==> src/rtl/isp_strip_parser_pkg.sv <==
// Shared constants, types and helpers for the ISP strip parser.
// Vertex field layout is derived from the ISP flag bits decoded here.
package pvr_isp_pkg;

    localparam int ISP_DCMP_HI  = 31;
    localparam int ISP_DCMP_LO  = 29;
    localparam int ISP_CULL_HI  = 28;
    localparam int ISP_CULL_LO  = 27;
    localparam int ISP_TEX_BIT  = 25;
    localparam int ISP_OFS_BIT  = 24;
    localparam int ISP_GOUR_BIT = 23;
    localparam int ISP_UV16_BIT = 22;

    localparam int NUM_FIELDS = 7;

    typedef enum logic [1:0] {
        ST_IDLE,
        ST_HDR,
        ST_VTX,
        ST_EMIT
    } isp_state_e;

    // Enum values double as indices into the vertex field storage.
    typedef enum logic [2:0] {
        FS_X,
        FS_Y,
        FS_Z,
        FS_U,
        FS_V,
        FS_COL,
        FS_OFS,
        FS_SKIP
    } isp_field_e;

    function automatic logic [3:0] isp_uv_words(input logic texture, input logic uv16);
        return texture ? (uv16 ? 4'd1 : 4'd2) : 4'd0;
    endfunction

    function automatic logic [3:0] isp_vtx_words(input logic texture, input logic uv16,
                                                 input logic offset, input logic two_vol);
        logic [3:0] vol;
        vol = isp_uv_words(texture, uv16) + 4'd1 + {3'b000, offset};
        return 4'd3 + vol + (two_vol ? vol : 4'd0);
    endfunction

endpackage

==> src/rtl/isp_strip_parser_if.sv <==
// Command, VRAM read and triangle handshake bundle for the strip parser.
// The slave modport is the parser side; master is the requester/memory side.
interface isp_strip_parser_if #(
    parameter int ADDR_W = 24,
    parameter int DATA_W = 32,
    parameter int CNT_W  = 4
);
    logic                start;
    logic [ADDR_W-1:0]   poly_addr;
    logic [CNT_W-1:0]    strip_len;
    logic                two_volume;
    logic                vram_rd;
    logic [ADDR_W-1:0]   vram_addr;
    logic [DATA_W-1:0]   vram_din;
    logic                vram_valid;
    logic                busy;
    logic [DATA_W-1:0]   isp_inst;
    logic [DATA_W-1:0]   tsp_inst;
    logic [DATA_W-1:0]   tex_cont;
    logic [3*DATA_W-1:0] tri_x;
    logic [3*DATA_W-1:0] tri_y;
    logic [3*DATA_W-1:0] tri_z;
    logic [3*DATA_W-1:0] tri_u;
    logic [3*DATA_W-1:0] tri_v;
    logic [3*DATA_W-1:0] tri_col;
    logic [3*DATA_W-1:0] tri_ofs;
    logic                tri_odd;
    logic                tri_valid;
    logic                tri_ready;
    logic                poly_done;

    modport slave (
        input  start, poly_addr, strip_len, two_volume, vram_din, vram_valid, tri_ready,
        output vram_rd, vram_addr, busy, isp_inst, tsp_inst, tex_cont,
               tri_x, tri_y, tri_z, tri_u, tri_v, tri_col, tri_ofs,
               tri_odd, tri_valid, poly_done
    );

    modport master (
        output start, poly_addr, strip_len, two_volume, vram_din, vram_valid, tri_ready,
        input  vram_rd, vram_addr, busy, isp_inst, tsp_inst, tex_cont,
               tri_x, tri_y, tri_z, tri_u, tri_v, tri_col, tri_ofs,
               tri_odd, tri_valid, poly_done
    );
endinterface

==> src/rtl/isp_strip_parser_vtx_layout.sv <==
// Maps a word index within one vertex to the field it carries.
// Everything past the first volume (second UV group, COL1, OFS1) maps to SKIP.
module isp_vtx_layout
    import pvr_isp_pkg::*;
(
    input  logic [3:0] i_word_idx,
    input  logic       i_texture,
    input  logic       i_uv16,
    input  logic       i_offset,
    output isp_field_e o_sel
);
    logic [3:0] w_uvw;
    logic [3:0] w_j;
    logic [3:0] w_k;

    always_comb begin
        w_uvw = isp_uv_words(i_texture, i_uv16);
        w_j   = i_word_idx - 4'd3;
        w_k   = w_j - w_uvw;
        o_sel = FS_SKIP;
        if (i_word_idx < 4'd3)
            o_sel = isp_field_e'(i_word_idx[2:0]);
        else if (w_j < w_uvw)
            o_sel = (w_j == 4'd0) ? FS_U : FS_V;
        else if (w_k == 4'd0)
            o_sel = FS_COL;
        else if ((w_k == 4'd1) && i_offset)
            o_sel = FS_OFS;
    end
endmodule

==> src/rtl/isp_strip_parser.sv <==
// Walks a polygon parameter block in VRAM, decodes the header and strip
// vertices, and presents each A/B/C strip triangle over valid/ready.
module isp_strip_parser
    import pvr_isp_pkg::*;
#(
    parameter int ADDR_W    = 24,
    parameter int DATA_W    = 32,
    parameter int MAX_STRIP = 8,
    parameter int CNT_W     = 4
) (
    input  logic              i_clock,
    input  logic              i_reset_n,
    isp_strip_parser_if.slave bus
);
    localparam logic [CNT_W-1:0] MIN_LEN = CNT_W'(3);
    localparam logic [CNT_W-1:0] MAX_LEN = CNT_W'(MAX_STRIP);

    isp_state_e        r_state, w_next;
    logic [ADDR_W-1:0] r_addr;
    logic [CNT_W-1:0]  r_len, r_vtx_cnt;
    logic [2:0]        r_hdr_idx;
    logic [3:0]        r_word_idx, r_words;
    logic              r_two_vol, r_odd, r_done;
    logic [DATA_W-1:0] r_isp, r_tsp, r_tex;
    // [field][slot]: slot 0 = A, 1 = B, 2 = C (C is the vertex being fetched)
    logic [NUM_FIELDS-1:0][2:0][DATA_W-1:0] r_vf;
    logic [NUM_FIELDS-1:0][DATA_W-1:0]      w_c;

    logic              w_rd, w_beat, w_hdr_last, w_vtx_last, w_more;
    logic [CNT_W-1:0]  w_cnt_inc, w_len;
    isp_field_e        w_sel;

    isp_vtx_layout u_layout (
        .i_word_idx (r_word_idx),
        .i_texture  (r_isp[ISP_TEX_BIT]),
        .i_uv16     (r_isp[ISP_UV16_BIT]),
        .i_offset   (r_isp[ISP_OFS_BIT]),
        .o_sel      (w_sel)
    );

    assign w_rd       = (r_state == ST_HDR) || (r_state == ST_VTX);
    assign w_beat     = w_rd && bus.vram_valid;
    assign w_hdr_last = r_hdr_idx == (r_two_vol ? 3'd4 : 3'd2);
    assign w_vtx_last = r_word_idx == (r_words - 4'd1);
    assign w_cnt_inc  = r_vtx_cnt + CNT_W'(1);
    assign w_more     = r_vtx_cnt < r_len;

    always_comb begin
        w_len = bus.strip_len;
        if (bus.strip_len < MIN_LEN)
            w_len = MIN_LEN;
        else if (bus.strip_len > MAX_LEN)
            w_len = MAX_LEN;
    end

    // Slot C with the current beat merged in, so a shift can use the fresh word.
    always_comb begin
        for (int f = 0; f < NUM_FIELDS; f++)
            w_c[f] = r_vf[f][2];
        if (w_sel != FS_SKIP)
            w_c[w_sel] = bus.vram_din;
    end

    always_ff @(posedge i_clock or negedge i_reset_n) begin
        if (!i_reset_n)
            r_state <= ST_IDLE;
        else
            r_state <= w_next;
    end

    always_comb begin
        w_next = r_state;
        case (r_state)
            ST_IDLE: if (bus.start) w_next = ST_HDR;
            ST_HDR:  if (w_beat && w_hdr_last) w_next = ST_VTX;
            ST_VTX:  if (w_beat && w_vtx_last && (w_cnt_inc >= MIN_LEN)) w_next = ST_EMIT;
            ST_EMIT: if (bus.tri_ready) w_next = w_more ? ST_VTX : ST_IDLE;
            default: w_next = ST_IDLE;
        endcase
    end

    always_ff @(posedge i_clock or negedge i_reset_n) begin
        if (!i_reset_n) begin
            r_addr     <= '0;
            r_len      <= '0;
            r_vtx_cnt  <= '0;
            r_hdr_idx  <= '0;
            r_word_idx <= '0;
            r_words    <= '0;
            r_two_vol  <= 1'b0;
            r_odd      <= 1'b0;
            r_done     <= 1'b0;
            r_isp      <= '0;
            r_tsp      <= '0;
            r_tex      <= '0;
            r_vf       <= '0;
        end else begin
            r_done <= 1'b0;
            if (w_beat)
                r_addr <= r_addr + ADDR_W'(4);
            case (r_state)
                ST_IDLE: if (bus.start) begin
                    r_addr     <= bus.poly_addr;
                    r_len      <= w_len;
                    r_two_vol  <= bus.two_volume;
                    r_vtx_cnt  <= '0;
                    r_hdr_idx  <= '0;
                    r_word_idx <= '0;
                    r_odd      <= 1'b0;
                    r_isp      <= '0;
                    r_tsp      <= '0;
                    r_tex      <= '0;
                    r_vf       <= '0;
                end
                ST_HDR: if (w_beat) begin
                    r_hdr_idx <= r_hdr_idx + 3'd1;
                    case (r_hdr_idx)
                        3'd0: begin
                            r_isp   <= bus.vram_din;
                            r_words <= isp_vtx_words(bus.vram_din[ISP_TEX_BIT],
                                                     bus.vram_din[ISP_UV16_BIT],
                                                     bus.vram_din[ISP_OFS_BIT], r_two_vol);
                        end
                        3'd1:    r_tsp <= bus.vram_din;
                        3'd2:    r_tex <= bus.vram_din;
                        default: ;
                    endcase
                end
                ST_VTX: if (w_beat) begin
                    for (int f = 0; f < NUM_FIELDS; f++)
                        r_vf[f][2] <= w_c[f];
                    if (w_vtx_last) begin
                        r_word_idx <= '0;
                        r_vtx_cnt  <= w_cnt_inc;
                        if (w_cnt_inc < MIN_LEN) begin
                            for (int f = 0; f < NUM_FIELDS; f++) begin
                                r_vf[f][0] <= r_vf[f][1];
                                r_vf[f][1] <= w_c[f];
                            end
                        end
                    end else begin
                        r_word_idx <= r_word_idx + 4'd1;
                    end
                end
                ST_EMIT: if (bus.tri_ready) begin
                    r_odd <= ~r_odd;
                    if (w_more) begin
                        for (int f = 0; f < NUM_FIELDS; f++) begin
                            r_vf[f][0] <= r_vf[f][1];
                            r_vf[f][1] <= r_vf[f][2];
                        end
                    end else begin
                        r_done <= 1'b1;
                    end
                end
                default: ;
            endcase
        end
    end

    assign bus.vram_rd   = w_rd;
    assign bus.vram_addr = r_addr;
    assign bus.busy      = r_state != ST_IDLE;
    assign bus.isp_inst  = r_isp;
    assign bus.tsp_inst  = r_tsp;
    assign bus.tex_cont  = r_tex;
    assign bus.tri_x     = r_vf[FS_X];
    assign bus.tri_y     = r_vf[FS_Y];
    assign bus.tri_z     = r_vf[FS_Z];
    assign bus.tri_u     = r_vf[FS_U];
    assign bus.tri_v     = r_vf[FS_V];
    assign bus.tri_col   = r_vf[FS_COL];
    assign bus.tri_ofs   = r_vf[FS_OFS];
    assign bus.tri_odd   = r_odd;
    assign bus.tri_valid = r_state == ST_EMIT;
    assign bus.poly_done = r_done;
endmodule

==> src/flat_wrapper.sv <==
// flat-port wrapper written by rule: the top's interface ports become plain ports
module isp_strip_parser_flat import pvr_isp_pkg::*;
#(
    parameter int ADDR_W    = 24,
    parameter int DATA_W    = 32,
    parameter int MAX_STRIP = 8,
    parameter int CNT_W     = 4
)
  (i_clock, i_reset_n, bus_start, bus_poly_addr, bus_strip_len, bus_two_volume, bus_vram_din, bus_vram_valid, bus_tri_ready, bus_vram_rd, bus_vram_addr, bus_busy, bus_isp_inst, bus_tsp_inst, bus_tex_cont, bus_tri_x, bus_tri_y, bus_tri_z, bus_tri_u, bus_tri_v, bus_tri_col, bus_tri_ofs, bus_tri_odd, bus_tri_valid, bus_poly_done);
  isp_strip_parser_if #(.ADDR_W(ADDR_W), .DATA_W(DATA_W), .CNT_W(CNT_W)) bus_i ();
  input  logic i_clock;
  input  logic i_reset_n;
  input wire logic [$bits(bus_i.start)-1:0] bus_start;
  input wire logic [$bits(bus_i.poly_addr)-1:0] bus_poly_addr;
  input wire logic [$bits(bus_i.strip_len)-1:0] bus_strip_len;
  input wire logic [$bits(bus_i.two_volume)-1:0] bus_two_volume;
  input wire logic [$bits(bus_i.vram_din)-1:0] bus_vram_din;
  input wire logic [$bits(bus_i.vram_valid)-1:0] bus_vram_valid;
  input wire logic [$bits(bus_i.tri_ready)-1:0] bus_tri_ready;
  output wire logic [$bits(bus_i.vram_rd)-1:0] bus_vram_rd;
  output wire logic [$bits(bus_i.vram_addr)-1:0] bus_vram_addr;
  output wire logic [$bits(bus_i.busy)-1:0] bus_busy;
  output wire logic [$bits(bus_i.isp_inst)-1:0] bus_isp_inst;
  output wire logic [$bits(bus_i.tsp_inst)-1:0] bus_tsp_inst;
  output wire logic [$bits(bus_i.tex_cont)-1:0] bus_tex_cont;
  output wire logic [$bits(bus_i.tri_x)-1:0] bus_tri_x;
  output wire logic [$bits(bus_i.tri_y)-1:0] bus_tri_y;
  output wire logic [$bits(bus_i.tri_z)-1:0] bus_tri_z;
  output wire logic [$bits(bus_i.tri_u)-1:0] bus_tri_u;
  output wire logic [$bits(bus_i.tri_v)-1:0] bus_tri_v;
  output wire logic [$bits(bus_i.tri_col)-1:0] bus_tri_col;
  output wire logic [$bits(bus_i.tri_ofs)-1:0] bus_tri_ofs;
  output wire logic [$bits(bus_i.tri_odd)-1:0] bus_tri_odd;
  output wire logic [$bits(bus_i.tri_valid)-1:0] bus_tri_valid;
  output wire logic [$bits(bus_i.poly_done)-1:0] bus_poly_done;
  assign bus_i.start = bus_start;
  assign bus_i.poly_addr = bus_poly_addr;
  assign bus_i.strip_len = bus_strip_len;
  assign bus_i.two_volume = bus_two_volume;
  assign bus_i.vram_din = bus_vram_din;
  assign bus_i.vram_valid = bus_vram_valid;
  assign bus_i.tri_ready = bus_tri_ready;
  assign bus_vram_rd = bus_i.vram_rd;
  assign bus_vram_addr = bus_i.vram_addr;
  assign bus_busy = bus_i.busy;
  assign bus_isp_inst = bus_i.isp_inst;
  assign bus_tsp_inst = bus_i.tsp_inst;
  assign bus_tex_cont = bus_i.tex_cont;
  assign bus_tri_x = bus_i.tri_x;
  assign bus_tri_y = bus_i.tri_y;
  assign bus_tri_z = bus_i.tri_z;
  assign bus_tri_u = bus_i.tri_u;
  assign bus_tri_v = bus_i.tri_v;
  assign bus_tri_col = bus_i.tri_col;
  assign bus_tri_ofs = bus_i.tri_ofs;
  assign bus_tri_odd = bus_i.tri_odd;
  assign bus_tri_valid = bus_i.tri_valid;
  assign bus_poly_done = bus_i.poly_done;
  isp_strip_parser #(.ADDR_W(ADDR_W), .DATA_W(DATA_W), .MAX_STRIP(MAX_STRIP), .CNT_W(CNT_W)) u_core (.i_clock(i_clock), .i_reset_n(i_reset_n), .bus(bus_i));
endmodule
==> config.mk <==
export PLATFORM = sky130hd
export DESIGN_NAME = isp_strip_parser_flat
export DESIGN_NICKNAME = d
export VERILOG_FILES = /design/src/rtl/isp_strip_parser_pkg.sv /design/src/rtl/isp_strip_parser_if.sv /design/src/rtl/isp_strip_parser_vtx_layout.sv /design/src/rtl/isp_strip_parser.sv /design/src/flat_wrapper.sv
export SDC_FILE = /design/constraint.sdc
export NUM_CORES = 2
export LEC_CHECK = 0
export BUFFER_PORTS_ARGS = -buffer_cell sky130_fd_sc_hd__buf_2
export CORE_AREA = 2 2 340 342
export CTS_CLUSTER_SIZE = 20
export DETAILED_ROUTE_END_ITERATION = 8
export DIE_AREA = 0 0 342 344
export PLACE_DENSITY_LB_ADDON = 0.2
export SETUP_SLACK_MARGIN = 0.3
export SLEW_MARGIN = 20
export SYNTH_ARGS = -nofsm -noshare
export SYNTH_HDL_FRONTEND = slang
export SYNTH_HIERARCHICAL = 1
export SYNTH_SLANG_ARGS = --single-unit
==> constraint.sdc <==
create_clock -name i_clock -period 4.5 [get_ports i_clock]
set_clock_uncertainty 0.1 [all_clocks]
set_input_delay 0.675 -clock i_clock [delete_from_list [all_inputs] [get_ports i_clock]]
set_output_delay 0.675 -clock i_clock [all_outputs]
set_load 0.01 [all_outputs]
==> impl_results.html <==
<table>
<tr><th>Metric</th><th>Value</th></tr>
<tr><th colspan="2">Placement</th></tr>
<tr><td>Area after DPL</td><td>47760 um^2</td></tr>
<tr><td>Number of buffers added on ports</td><td>862</td></tr>
<tr><td>Weighted congestion at the end of routability-driven global placement</td><td>0.8561</td></tr>
<tr><td>Detailed placement HPWL</td><td>105.7 mm</td></tr>
<tr><th colspan="2">Synthesis</th></tr>
<tr><td>Post-synth EDFFs</td><td>0</td></tr>
<tr><td>Share of async-settable or async-resettable flops after synthesis</td><td>1.000</td></tr>
<tr><td>Netlist Area Pre-Place</td><td>41940 um^2</td></tr>
<tr><td>Share of the yosys chip area belonging to registers</td><td>0.4868</td></tr>
<tr><td>Post-synthesis register bit count</td><td>816</td></tr>
<tr><td>Primary FF master, synth</td><td>sky130_fd_sc_hd__dfrtp_1</td></tr>
<tr><td>Number of synthesis warnings</td><td>6</td></tr>
<tr><td>Avg Cell Area, Syn</td><td>12.08 um^2</td></tr>
<tr><td>Number of nets in the synthesized netlist</td><td>3562</td></tr>
<tr><td>Number of standard cells after synthesis</td><td>3471</td></tr>
<tr><td>Number of distinct library cell variants in the gate-level netlist after synthesis</td><td>57</td></tr>
<tr><th colspan="2">Floorplan</th></tr>
<tr><td>Die Span Y</td><td>344 um</td></tr>
<tr><td>Die span in x</td><td>342 um</td></tr>
<tr><td>Effective utilization at floorplan</td><td>0.3683</td></tr>
<tr><td>Top-level I/O count</td><td>863</td></tr>
<tr><td>Rows</td><td>124</td></tr>
<tr><td>CORE AREA</td><td>113900 um^2</td></tr>
<tr><td>Die Area</td><td>117600 um^2</td></tr>
<tr><th colspan="2">STA</th></tr>
<tr><td>Setup TNS</td><td>0 ns</td></tr>
<tr><td>Slew at the pin closest to its max-slew limit</td><td>1.120 ns</td></tr>
<tr><td>Tcrit/Tclk final</td><td>0.9087</td></tr>
<tr><td>Final Slew Violations</td><td>0</td></tr>
<tr><td>Headroom to the max-slew limit</td><td>0.2477</td></tr>
<tr><td>Final setup fails</td><td>0</td></tr>
<tr><td>Fmax</td><td>244.5 MHz</td></tr>
<tr><td>Unrepaired setup endpoints after global routing</td><td>yes</td></tr>
<tr><td>Final critical path time including I/O delays and setup</td><td>4.089 ns</td></tr>
<tr><td>Final hold vios</td><td>0</td></tr>
<tr><th colspan="2">Setup path</th></tr>
<tr><td>R2r worst-path depth</td><td>13</td></tr>
<tr><td>Type of the setup path with the least slack</td><td>flip-flop to flip-flop</td></tr>
<tr><td>Worst R2R Start</td><td>u_core/r_word_idx[0]</td></tr>
<tr><td>Worst-path maximum fanout</td><td>27</td></tr>
<tr><td>Type of element capturing the critical path</td><td>flip-flop</td></tr>
<tr><td>Endpoint arrival time on the critical path</td><td>4.54 ns</td></tr>
<tr><td>Register-to-register setup slack</td><td>0.41 ns</td></tr>
<tr><td>Data required, critical path</td><td>4.95 ns</td></tr>
<tr><td>Worst Setup Start Kind</td><td>flip-flop</td></tr>
<tr><td>Terminus of the critical flop-to-flop path</td><td>u_core/bus.tri_z[34]</td></tr>
<tr><th colspan="2">Clock tree</th></tr>
<tr><td># clock sinks</td><td>816</td></tr>
<tr><td>TritonCTS Buffers</td><td>97</td></tr>
<tr><td>Clock-pin transition on the worst setup and hold timing paths</td><td>0.06 ns</td></tr>
<tr><td>Clock tree from TritonCTS</td><td>yes</td></tr>
<tr><td>Library cell used as clock root buffer</td><td>sky130_fd_sc_hd__clkbuf_16</td></tr>
<tr><td>Maximum count of clock buffers along a single path</td><td>3</td></tr>
<tr><td>Clock insertion delay at the later pin of the skew report</td><td>0.68 ns</td></tr>
<tr><td>H-Tree Level Count</td><td>3</td></tr>
<tr><th colspan="2">Global route</th></tr>
<tr><td>Total global routing overflow</td><td>0</td></tr>
<tr><td>Overall track demand over capacity in global routing</td><td>0.2615</td></tr>
<tr><td>Global-route wire length before repair</td><td>229.1 mm</td></tr>
<tr><td>Pin count of the biggest net entering global routing</td><td>180</td></tr>
<tr><td>Number of antenna violations at the first check in global routing</td><td>16</td></tr>
<tr><td>Via count of the first global-routing pass</td><td>30920</td></tr>
<tr><th colspan="2">Drt</th></tr>
<tr><td>DRT Pass-1 Iters</td><td>5</td></tr>
<tr><td>Via-per-instance ratio</td><td>5.522</td></tr>
<tr><td>DRC marker count from the first detailed-route iteration</td><td>2682</td></tr>
<tr><td>Count of antenna-violating nets left after detailed routing</td><td>0</td></tr>
<tr><td>Mean routed wirelength per cell</td><td>27.67 um</td></tr>
<tr><td>Via Count</td><td>32130</td></tr>
<tr><td>Post-detailed-routing wire length</td><td>161.0 mm</td></tr>
<tr><td>DRC violations left</td><td>0</td></tr>
<tr><th colspan="2">Layout</th></tr>
<tr><td>Final instance area</td><td>51070 um^2</td></tr>
<tr><td>Combined flip-flop and latch cell area</td><td>20420 um^2</td></tr>
<tr><td>Share of layout cells above drive strength 1</td><td>0.3979</td></tr>
<tr><td>Net count of the finished layout</td><td>4320</td></tr>
<tr><td>Syn-to-layout area delta</td><td>21.76%</td></tr>
<tr><td>Area occupied by multi-input gates</td><td>18880 um^2</td></tr>
<tr><td>Most common library cell in the layout ignoring fill and taps</td><td>sky130_fd_sc_hd__buf_2</td></tr>
<tr><td>Layout filler cell count</td><td>10800</td></tr>
<tr><td>Most frequent cells in the layout</td><td>sky130_fd_sc_hd__buf_2, sky130_fd_sc_hd__dfrtp_1, sky130_fd_sc_hd__a22o_1</td></tr>
<tr><th colspan="2">Min path</th></tr>
<tr><td>Worst min path class</td><td>primary input to flip-flop</td></tr>
<tr><td>Min-Delay Endpoint</td><td>u_core/r_len[0]</td></tr>
<tr><td>Hold Path Origin</td><td>bus_strip_len[3]</td></tr>
<tr><td>Cell count of the worst hold path</td><td>2</td></tr>
<tr><th colspan="2">Power</th></tr>
<tr><td>Pwr per Cell Area</td><td>613.1 nW/um^2</td></tr>
<tr><td>P_int</td><td>0.01870 W</td></tr>
<tr><td>P_leak</td><td>26.11 nW</td></tr>
<tr><td>Switching share of total power</td><td>0.4027</td></tr>
<tr><td>Clock group share of total power</td><td>0.260</td></tr>
<tr><td>Part of the power in combinational logic</td><td>0.435</td></tr>
<tr><td>Worst IR Drop VDD</td><td>0.0005214 V</td></tr>
<tr><td>Sequential share of power</td><td>0.305</td></tr>
<tr><td>Net Switching</td><td>0.01261 W</td></tr>
<tr><th colspan="2">Status</th></tr>
<tr><td>Run status</td><td>complete, no violations</td></tr>
<tr><th colspan="2">Flow run</th></tr>
<tr><td>Max-cap violations</td><td>0</td></tr>
</table>
-- timing repair --
action,in CTS,in global routing
hold buffers,1,0
setup buffers,0,1
endpoints found under the setup margin,0,75
endpoints found under the hold margin,55,0
resized for setup,0,3
-- worst max-delay path, cell delays in order (launching register included) --
cell and delay, ns:
sky130_fd_sc_hd__dfrtp_1 0.52, sky130_fd_sc_hd__ha_1 0.38, sky130_fd_sc_hd__inv_1 0.06, sky130_fd_sc_hd__fa_1 0.48, sky130_fd_sc_hd__nand2_1 0.10, sky130_fd_sc_hd__o21ai_0 0.09, sky130_fd_sc_hd__a32o_1 0.23, sky130_fd_sc_hd__a31oi_1 0.14
sky130_fd_sc_hd__buf_4 0.25, sky130_fd_sc_hd__or3b_4 0.49, sky130_fd_sc_hd__buf_4 0.32, sky130_fd_sc_hd__mux2_2 0.35, sky130_fd_sc_hd__a22o_1 0.18, sky130_fd_sc_hd__mux2_4 0.25
-- worst max path at each step --
stage | from | end | slack [ns] | cells past startpoint
final | u_core/r_word_idx[0] | u_core/bus.tri_z[34] | 0.41 | 13
after global routing | u_core/r_word_idx[0] | u_core/bus.tri_u[78] | 0.23 | 14
after CTS | u_core/r_word_idx[0] | u_core/bus.tri_v[36] | 0.44 | 12
after global placement | u_core/r_word_idx[0] | u_core/bus.tri_v[42] | 0.45 | 12
after detailed placement | u_core/r_word_idx[0] | u_core/bus.tri_v[45] | 0.45 | 12
after floorplan | u_core/r_word_idx[0] | u_core/bus.tri_y[38] | 0.74 | 12
-- stage by stage --
step / total power [W] / hold WS [ns] / setup slack, ns / instances / utilization
global placement: 0.02316 / 0.3679 / 0.4512 / 5639 / 0.4194
global route: 0.03272 / 0.1120 / 0.2322 / 5818 / 0.4484
CTS: 0.03149 / 0.08716 / 0.4405 / 5815 / 0.4482
floorplan: 0.01940 / 0.2794 / 0.7364 / 3471 / -
detailed placement: 0.02324 / 0.3756 / 0.4517 / 5639 / 0.4194
finish: 0.03131 / 0.1413 / 0.4108 / 5819 / 0.4485
-- sequential cells by signal (all words and copies together), names as in the netlist, 3 cells and up --
name	flops
u_core/bus.tex_cont	32
u_core/bus.tri_u	96
u_core/r_vtx_cnt	4
u_core/r_words	4
u_core/bus.tri_z	96
u_core/bus.tri_col	96
u_core/r_hdr_idx	3
u_core/bus.tri_y	96
u_core/bus.tri_x	96
u_core/bus.vram_addr	24
u_core/bus.tri_v	96
u_core/bus.tri_ofs	96
u_core/bus.isp_inst	32
u_core/r_len	4
u_core/bus.tsp_inst	32
u_core/r_word_idx	4
-- cells in the mapped netlist, types with 4 or more instances --
cell | n | area, um^2
sky130_fd_sc_hd__dfrtp_1 | 816 | 20420
sky130_fd_sc_hd__a22o_1 | 762 | 6674
sky130_fd_sc_hd__mux2_2 | 348 | 3919
sky130_fd_sc_hd__nand2_1 | 259 | 972.2
sky130_fd_sc_hd__inv_1 | 248 | 930.9
sky130_fd_sc_hd__clkbuf_1 | 238 | 893.4
sky130_fd_sc_hd__mux2i_1 | 227 | 2272
sky130_fd_sc_hd__mux2_4 | 196 | 2943
sky130_fd_sc_hd__nor2_1 | 45 | 168.9
sky130_fd_sc_hd__buf_2 | 37 | 185.2
sky130_fd_sc_hd__o21ai_0 | 32 | 160.2
sky130_fd_sc_hd__a21oi_1 | 31 | 155.2
sky130_fd_sc_hd__buf_6 | 26 | 292.8
sky130_fd_sc_hd__nand3_1 | 24 | 120.1
sky130_fd_sc_hd__ha_1 | 23 | 287.8
sky130_fd_sc_hd__buf_12 | 22 | 440.4
sky130_fd_sc_hd__xor2_1 | 21 | 183.9
sky130_fd_sc_hd__nand4_1 | 9 | 56.30
sky130_fd_sc_hd__o31ai_1 | 9 | 67.56
sky130_fd_sc_hd__and2_1 | 8 | 50.05
sky130_fd_sc_hd__nor3_1 | 8 | 40.04
sky130_fd_sc_hd__nor2b_1 | 7 | 43.79
sky130_fd_sc_hd__a31oi_1 | 5 | 31.28
sky130_fd_sc_hd__and3_1 | 5 | 31.28
sky130_fd_sc_hd__nand2b_1 | 5 | 31.28
sky130_fd_sc_hd__xnor2_1 | 5 | 43.79
sky130_fd_sc_hd__buf_1 | 4 | 15.01
sky130_fd_sc_hd__buf_4 | 4 | 30.03
-- area by class of cell --
class	count	area share
Sequential cell	816	0.3998
Multi-Input combinational cell	2077	0.3697
Timing Repair Buffer	989	0.1111
Clock buffer	146	0.05669
Tap cell	1512	0.03704
Inverter	248	0.01823
Clock inverter	29	0.007301
Antenna cell	2	0.00009800
-- power groups by stage --
stage / sequential [W] / combinational (W) / clock [W]
2_1_floorplan: 0.00984 / 0.00956 / 0
3_3_place_gp: 0.00962 / 0.0135 / 0
3_5_place_dp: 0.00966 / 0.0136 / 0
4_1_cts: 0.00955 / 0.0136 / 0.00831
5_1_grt: 0.00970 / 0.0144 / 0.00859
6_report: 0.00955 / 0.0136 / 0.00813
-- kinds of logic (layout without fill, tap and decap cells) --
| group | count (synthesis) | in the layout | share of synthesized area |
|---|---|---|---|
| compound gates | 862 | 862 | 0.1743 |
| buf+inv | 579 | 1412 | 0.06646 |
| fa+ha+maj | 25 | 25 | 0.007816 |
| flops | 816 | 816 | 0.4868 |
| other cells | 0 | 2 | 0 |
| xor+xnor | 29 | 29 | 0.006891 |
| simple gates | 389 | 390 | 0.03997 |
| mux | 771 | 771 | 0.2178 |
-- routing by layer --
metal	vias up	wire, um	GRT usage	part of all wire
li1	14160	-	-	-
met1	16600	67070	0.3424	0.42
met2	1166	77360	0.4297	0.48
met3	197	11510	0.05616	0.071
met4	4	5044	0.08799	0.031
met5	-	14	0	0.000087
Note: power is estimated with default switching activity, not from simulation.
